==> src/rtl/bcd_pkg.sv <==
// rtl/bcd_pkg.sv - shared BCD constants and serial adder FSM encoding
//
// Purpose : constants for one BCD digit and the state encoding of the
//           digit-serial adder. Imported by bcdadd4 and bcdaddn_serial.
// Ports   : none (package)
package bcd_pkg;

  localparam int BCD_W   = 4;  // bits per BCD digit
  localparam int BCD_MAX = 9;  // largest legal digit value
  localparam int BCD_ADJ = 6;  // decimal correction added when a digit sum exceeds 9

  typedef enum logic {
    IDLE = 1'b0,
    ADD  = 1'b1
  } state_t;

endpackage

==> src/rtl/bcdadd4.sv <==
// rtl/bcdadd4.sv - single-digit combinational BCD adder with decimal correction
//
// Purpose : adds two BCD digits and a carry-in, applying the +6 correction
//           whenever the 5-bit binary sum exceeds 9. Digits above 9 are not
//           rejected; the same correction rule is applied to them.
// Ports   : A, B  - digit operands
//           C0    - carry-in
//           S     - corrected sum digit
//           Carry - decimal carry-out
module bcdadd4
  import bcd_pkg::*;
(
  input  logic [BCD_W-1:0] A,
  input  logic [BCD_W-1:0] B,
  input  logic             C0,
  output logic [BCD_W-1:0] S,
  output logic             Carry
);

  logic [BCD_W:0] t;

  always_comb begin
    t = {1'b0, A} + {1'b0, B} + {{BCD_W{1'b0}}, C0};
    if (int'(t) > BCD_MAX) begin
      // Only the low nibble matters: (t + 6) mod 16.
      S     = t[BCD_W-1:0] + BCD_ADJ[BCD_W-1:0];
      Carry = 1'b1;
    end else begin
      S     = t[BCD_W-1:0];
      Carry = 1'b0;
    end
  end

endmodule

==> src/rtl/bcdaddn_serial.sv <==
// rtl/bcdaddn_serial.sv - NDIG-digit BCD adder processing one digit per clock
//
// Purpose : adds two NDIG-digit BCD operands plus a carry-in using a single
//           time-shared bcdadd4. The operand registers shift right by one
//           digit per ADD cycle, so the digit adder always reads bits [3:0];
//           idx only selects which sum digit is written.
// Ports   : clk   - clock, rising edge
//           rst   - asynchronous active-high reset
//           start - request an addition (ignored while busy)
//           A, B  - BCD operands, digit 0 in bits [3:0]
//           C0    - carry-in to digit 0
//           S     - registered BCD sum
//           Carry - registered carry-out of the top digit
//           busy  - addition in progress
//           done  - one-cycle pulse, S/Carry/err valid
//           err   - some operand digit of the last addition was above 9
module bcdaddn_serial
  import bcd_pkg::*;
#(
  parameter int NDIG = 4
) (
  input  logic                  clk,
  input  logic                  rst,
  input  logic                  start,
  input  logic [BCD_W*NDIG-1:0] A,
  input  logic [BCD_W*NDIG-1:0] B,
  input  logic                  C0,
  output logic [BCD_W*NDIG-1:0] S,
  output logic                  Carry,
  output logic                  busy,
  output logic                  done,
  output logic                  err
);

  localparam int            IW   = (NDIG > 1) ? $clog2(NDIG) : 1;
  localparam logic [IW-1:0] LAST = IW'(NDIG - 1);

  state_t                  state, state_nx;
  logic [BCD_W*NDIG-1:0]   a_r, b_r;
  logic [IW-1:0]           idx;
  logic                    c_r;
  logic [BCD_W-1:0]        dsum;
  logic                    dcarry;
  logic                    dig_err;
  logic                    last;

  bcdadd4 u_dig (
    .A     (a_r[BCD_W-1:0]),
    .B     (b_r[BCD_W-1:0]),
    .C0    (c_r),
    .S     (dsum),
    .Carry (dcarry)
  );

  assign last    = (idx == LAST);
  assign dig_err = (int'(a_r[BCD_W-1:0]) > BCD_MAX) || (int'(b_r[BCD_W-1:0]) > BCD_MAX);

  always_ff @(posedge clk or posedge rst) begin
    if (rst) state <= IDLE;
    else     state <= state_nx;
  end

  always_comb begin
    state_nx = state;
    case (state)
      IDLE:    if (start) state_nx = ADD;
      ADD:     if (last)  state_nx = IDLE;
      default: state_nx = IDLE;
    endcase
  end

  always_comb begin
    busy = (state == ADD);
  end

  always_ff @(posedge clk or posedge rst) begin
    if (rst) begin
      a_r   <= '0;
      b_r   <= '0;
      c_r   <= 1'b0;
      idx   <= '0;
      S     <= '0;
      Carry <= 1'b0;
      err   <= 1'b0;
      done  <= 1'b0;
    end else begin
      done <= 1'b0;
      case (state)
        IDLE: begin
          if (start) begin
            a_r   <= A;
            b_r   <= B;
            c_r   <= C0;
            idx   <= '0;
            S     <= '0;
            Carry <= 1'b0;
            err   <= 1'b0;
          end
        end
        ADD: begin
          S[idx*BCD_W +: BCD_W] <= dsum;
          a_r <= a_r >> BCD_W;
          b_r <= b_r >> BCD_W;
          c_r <= dcarry;
          idx <= idx + 1'b1;
          if (dig_err) err <= 1'b1;
          if (last) begin
            Carry <= dcarry;
            done  <= 1'b1;
            idx   <= '0;
          end
        end
        default: ;
      endcase
    end
  end

endmodule

==> config.mk <==
export PLATFORM = sky130hd
export DESIGN_NAME = bcdaddn_serial
export DESIGN_NICKNAME = d
export VERILOG_FILES = /design/src/rtl/bcd_pkg.sv /design/src/rtl/bcdadd4.sv /design/src/rtl/bcdaddn_serial.sv
export SDC_FILE = /design/constraint.sdc
export NUM_CORES = 1
export LEC_CHECK = 0
export BUFFER_PORTS_ARGS = -buffer_cell sky130_fd_sc_hd__buf_2
export CAP_MARGIN = 20
export CORE_UTILIZATION = 47
export CTS_BUF_LIST = sky130_fd_sc_hd__clkbuf_4
export CTS_CLUSTER_SIZE = 40
export DETAILED_ROUTE_END_ITERATION = 8
export PLACE_DENSITY = 0.73
export RECOVER_POWER = 25
export SLEW_MARGIN = 20
export SYNTH_ARGS = -nofsm -noshare
export SYNTH_HDL_FRONTEND = slang
export SYNTH_HIERARCHICAL = 1
export SYNTH_SLANG_ARGS = --single-unit
==> constraint.sdc <==
create_clock -name clk -period 3 [get_ports clk]
set_input_delay 0.3 -clock clk [delete_from_list [all_inputs] [get_ports clk]]
set_output_delay 0.3 -clock clk [all_outputs]
set_load 0.1 [all_outputs]
==> impl_metrics.tcl, run 1 <==
set metrics [dict create \
    status "completed" \
    final_cell_mix "buf_2, dfrtp_1, mux2i_1, nand2_1, o21ai_0" \
    clockBufferDepth 2 \
    setup_viol 0 \
    fp-row-count 27 \
    diodes 0 \
    max_freq_mhz 354 \
    seqCellArea_um2 1380 \
    syn_avg_cell_area_um2 11.3 \
    route.detailed.drc 0 \
    io_pins 56 \
    nFillCells 497 \
    synth_top_area_share_pct 50.4 \
    synth_cells 242 \
    grt_setup_unrepaired "false" \
    crit_buf_inv 1 \
    synth_edf_count 0 \
    synth_nets 290 \
    power.density_nw_per_um2 1160 \
    cts_tree "done" \
    worstMarginPinSlew_ns 0.918 \
    synth_largest_area_cell "dfrtp_1" \
    path_max_fanout 4 \
    crit_required_ns 3.30 \
    wl_um 5310 \
    final_cell_area_um2 3140 \
    finalPower_mw 3.64 \
    antenna_found_initial 0 \
    synth_area_um2 2730 \
    drt_first_pass_iters 4 \
    vias 1932 \
    clock_latency_ns 0.38 \
    cts_sinks 55 \
    die_h_um 78.2 \
    root_buffer "clkbuf_4" \
    die_w_um 78.2 \
    drv_cap 0 \
    port_buffers 55 \
    peakVddDrop_uv 569 \
    initial_core_util_pct 49.3 \
    h-tree-depth 2 \
    end_kind "flip-flop" \
    synth_cell_types 35 \
    critical_path.most_common_cell "fa_2" \
    final.min_clock_period_ns 2.83 \
    p_leak_nw 1.58 \
    worstSetupStartpointType "flip-flop" \
    yosys_warnings 6 \
    path_clk_slew_ns 0.16 \
    slew_headroom_pct 38.7 \
    fp.dieArea_um2 6110 \
    min_path_type "input pin to flip-flop" \
    final_common_cell "buf_2" \
    via_per_inst 5.24 \
    grt_overflow 0 \
    cpPeakStageDelay_ns 0.53 \
    grt_pass1_vias 1936 \
    synth_ff_type "dfrtp_1" \
    antenna_left 0 \
    drv_slew 0 \
    place_area_um2 3030 \
    path_cells "fa_2 -> fa_2 -> inv_1 -> ha_2 -> a31o_1 -> o31ai_4 -> mux2i_2 -> nand2_1 -> o32ai_1" \
    grt_max_degree 48 \
    final_nets 344 \
    drtIter0Drc 110 \
    layout-drive-gt1-share_pct 27.9 \
    cp_top_family "adder cells" \
    crit_path_top_delay_cell "fa_2" \
    area_growth_pct 15.1 \
    dp_hpwl_um 3890 \
    wl_per_cell_um 14.4 \
    core_area_um2 5540 \
    finalCritPeriodShare_pct 94.2 \
    fin_skew_ns 0.0105 \
    hold_viol 0 \
    synthTopCellsByArea "dfrtp_1, mux2i_1, ha_1" \
    multiInputGateArea_um2 1250 \
    synth-seq-cells 55 \
    worstPathArrival_ns 3.12 \
    grtUsageTotal_pct 19.4 \
    ys_seq_area_share_pct 50.4 \
    worst_slack_ns 0.174 \
    async_flop_share_pct 100 \
    grt_pass1_wl_um 9140 \
    cts_made_buffers 5 \
    pre_cts_ws_ns -0.0183 \
    gp_congestion 0.748 \
    critPathKind "flip-flop to flip-flop" \
]
power by group:
part           internal, mW  switching [mW]
Clock                0.0944           0.239
Sequential            0.984           0.211
Combinational         0.641            1.47
Total                  1.72            1.93
Yosys cell counts, types with 3 or more instances:
cell type and number:
a32o_1 4, o32ai_1 4, dfrtp_1 55, inv_1 10, buf_2 7, ha_1 10
nand2_1 30, o2bb2ai_1 4, o211ai_1 3, nor2_1 10, a21oi_1 3, nand4_1 4
nand2b_1 3, buf_6 3, o21ai_0 25, buf_4 3, mux2i_1 38, a22o_1 4
routing by layer:
layer  vias up  global-route usage (%)  routed length, um
li1        967                       -                  -
met1       922                    25.2               2470
met2        37                    31.7               2540
met3         6                    5.00                243
met4         0                    6.11                 55
met5         -                       0                  0
kinds of logic (layout without fill, tap and decap cells):
kind of cell,after synthesis,after routing,share of synthesized area [%]
fa+ha+maj,12,12,6.05
buf+inv,25,80,5.00
compound gates,54,54,13.9
mux,40,40,14.9
simple gates,54,54,9.12
xor+xnor,2,2,0.642
flops,55,55,50.4
final cells by class:
class | instances | share of cell area, %
clock buffer | 5 | 1.19
multi-input combinational | 162 | 39.7
clock inverter | 3 | 0.757
sequential | 55 | 43.8
timing repair buffer | 62 | 10.4
inverter | 10 | 1.19
tap | 72 | 2.87
through the flow:
| stage | hold slack (ns) | util, % | std cells | setup TNS, ns |
|---|---|---|---|---|
| 6_report | 0.147 | 56.7 | 369 | 0 |
| 4_1_cts | 0.133 | 56.4 | 369 | 0 |
| 5_1_grt | 0.150 | 56.7 | 369 | 0 |
| 3_5_place_dp | 0.369 | 54.8 | 359 | -0.0438 |
| 2_1_floorplan | 0.449 | - | 242 | 0 |
| 3_3_place_gp | 0.369 | 54.8 | 359 | 0 |
registers in the layout, indices dropped and copies added, names as in the netlist:
| name | count |
|---|---|
| busy | 1 |
| idx | 2 |
| Carry | 1 |
| a_r | 16 |
| b_r | 16 |
| err | 1 |
| done | 1 |
| S | 16 |
| c_r | 1 |
worst min-delay path: stages:
cell and delay [ns]:
buf_2 0.07, mux2i_1 0.05, nor2_1 0.07
path summary, 6_finish.rpt:
path	startpoint	end	slack [ns]	depth (start not counted)
max	a_r[0]	S[10]	0.17	9
min	A[13]	a_r[13]	0.15	3
max reg2reg	a_r[0]	S[10]	0.17	9
min reg2reg	b_r[4]	b_r[0]	0.50	2
max in group asynchronous	rst	b_r[3]	1.12	4
min in group asynchronous	rst	b_r[12]	0.64	3
timing repair:
action                                  in CTS  in global routing
resized for setup                            3                  5
pin swaps                                    0                  2
buffers inserted                             1                  0
hold endpoints to repair                    23                  0
endpoints found under the setup margin       4                 10
hold buffers                                 1                  0
No activity file was read; power rests on OpenSTA's default activity.
==> inputs of run 2 (changes only) <==
--- a/config.mk
+++ b/config.mk
@@ -11,6 +11,7 @@
 export CTS_BUF_LIST = sky130_fd_sc_hd__clkbuf_4
 export CTS_CLUSTER_SIZE = 40
 export DETAILED_ROUTE_END_ITERATION = 8
+export HOLD_SLACK_MARGIN = 0.1
 export PLACE_DENSITY = 0.73
 export RECOVER_POWER = 25
 export SLEW_MARGIN = 20
==> constraint.sdc (replaced) <==
create_clock -name clk -period 3 [get_ports clk]
set_input_delay 0.3 -clock clk [delete_from_list [all_inputs] [get_ports clk]]
set_output_delay 0.3 -clock clk [all_outputs]
set_load 0.01 [all_outputs]
==> impl_metrics.tcl, run 2 (synthesis results as in run 1) <==
set metrics [dict create \
    final_common_cell "dfrtp_1" \
    final_cell_mix "dfrtp_1, buf_2, mux2i_1, nand2_1, o21ai_0" \
    dp_hpwl_um 3640 \
    setup_viol 0 \
    peakVddDrop_uv 424 \
    power.switching_mw 1.22 \
    root_buffer "clkbuf_4" \
    crit_required_ns 3.31 \
    p_sw_share_pct 39.5 \
    cts_tree "done" \
    top_regs "S: 16 flops, a_r: 16 flops, b_r: 16 flops" \
    clock_latency_ns 0.37 \
    p_leak_nw 1.56 \
    route.detailed.drc 0 \
    fin_skew_ns 0.0173 \
    worstPathArrival_ns 3.19 \
    final_nets 343 \
    cts_sinks 55 \
    grtUsageTotal_pct 18.2 \
    io_pins 56 \
    power_frac_seq_pct 38.4 \
    slew_headroom_pct 44.2 \
    initial_core_util_pct 49.3 \
    antenna_found_initial 0 \
    area_growth_pct 15.8 \
    nFillCells 504 \
    power.density_nw_per_um2 976 \
    antenna_left 0 \
    max_freq_mhz 347 \
    pre_cts_ws_ns -0.0562 \
    grt_overflow 0 \
    diodes 0 \
    fp-row-count 27 \
    clockBufferDepth 2 \
    cts_made_buffers 5 \
    hold_viol 0 \
    critPathKind "flip-flop to flip-flop" \
    grt_max_degree 60 \
    end_kind "flip-flop" \
    worstSetupStartpointType "flip-flop" \
    h-tree-depth 2 \
    p_comb_share_pct 45.7 \
    p_int_mw 1.86 \
    worst_slack_ns 0.115 \
    die_h_um 78.2 \
    vias 1955 \
    fin_tns_setup_ns 0 \
    finalCritPeriodShare_pct 96.2 \
    path_max_fanout 3 \
    port_buffers 55 \
    min_path_type "input pin to flip-flop" \
    layout-drive-gt1-share_pct 25.0 \
    drt_first_pass_iters 4 \
    grt_pass1_vias 1782 \
    status "completed" \
    drv_slew 0 \
    worstMarginPinSlew_ns 0.836 \
    clkPwrFrac_pct 15.9 \
    gp_congestion 0.744 \
    grt_pass1_wl_um 8610 \
    drtIter0Drc 155 \
    die_w_um 78.2 \
    wl_per_cell_um 14.0 \
    finalPower_mw 3.08 \
    wl_um 5170 \
    path_clk_slew_ns 0.16 \
    grt_setup_unrepaired "false" \
    drv_cap 0 \
    final.min_clock_period_ns 2.89 \
    via_per_inst 5.31 \
    core_area_um2 5540 \
    fp.dieArea_um2 6110 \
]
==> run 2: cell count changes in the layout (fill, tap and decap cells not counted), sizes merged <==
cell | before | now
clkbuf | 6 | 12
clkinvlp | 2 | 1
buf | 60 | 53
bufinv | 0 | 2
inv | 11 | 10
==> run 2: worst max-delay path, stage by stage (launching register included) <==
cell       delay (ns)
dfrtp_1          0.43
fa_2             0.42
fa_2             0.54
inv_1            0.09
ha_2             0.20
a31o_1           0.22
o31ai_4          0.22
mux2i_2          0.29
buf_4            0.16
nand4_1          0.08
o2bb2ai_1        0.15
==> run 2: final timing paths <==
check,cells after the start,from,endpoint,slack [ns]
min,3,B[14],b_r[14],0.16
max,10,a_r[0],S[6],0.11
max reg2reg,10,a_r[0],S[6],0.11
min in group asynchronous,3,rst,S[0],0.61
min reg2reg,2,b_r[11],b_r[7],0.48
max in group asynchronous,4,rst,b_r[4],1.45
==> run 2: timing repair <==
action                                  CTS  global route
hold buffers                              1             0
endpoints found under the setup margin    4             5
gates resized for setup                   4             1
pin swaps                                 0             1
gates cloned                              0             0
endpoints found under the hold margin    22             0
buffers inserted                          1             0
==> run 2: final cells by class <==
type                            instances  area (um^2)  share of cell area, %
Inverter                               10         37.5                   1.19
Clock inverter                          3         67.6                   2.14
Multi-Input combinational cell        162         1230                   39.1
Clock buffer                            5         37.5                   1.19
Tap cell                               72         90.1                   2.85
Timing Repair Buffer                   61          314                   9.94
Sequential cell                        55         1380                   43.6
==> run 2: per-layer routing <==
layer  vias to the layer above  global-route usage, %  share of wire [%]  wire length, um
met2                        43                   29.6                 46             2400
met1                       943                   24.2                 48             2480
met5                         -                      0                  0                0
li1                        963                      -                  -                -
met4                         0                   5.00                1.0               52
met3                         6                   4.42                4.6              239
==> run 2: power by group through the flow <==
stage               combinational (mW)  sequential (mW)  clock, mW
finish                            1.41             1.18      0.491
floorplan                        0.962             1.18          0
CTS                               1.41             1.19      0.505
global route                      1.55             1.22      0.527
detailed placement                1.30             1.20          0
global placement                  1.27             1.19          0
==> run 2: per-stage QoR <==
stage | instance area (um^2) | utilization (%) | hold WS [ns] | cells
after floorplan | 2730 | - | 0.449 | 242
final | 3160 | 57.0 | 0.156 | 368
after global placement | 3030 | 54.6 | 0.341 | 358
after detailed placement | 3030 | 54.6 | 0.355 | 358
after global routing | 3160 | 57.0 | 0.145 | 368
after CTS | 3170 | 57.1 | 0.142 | 368
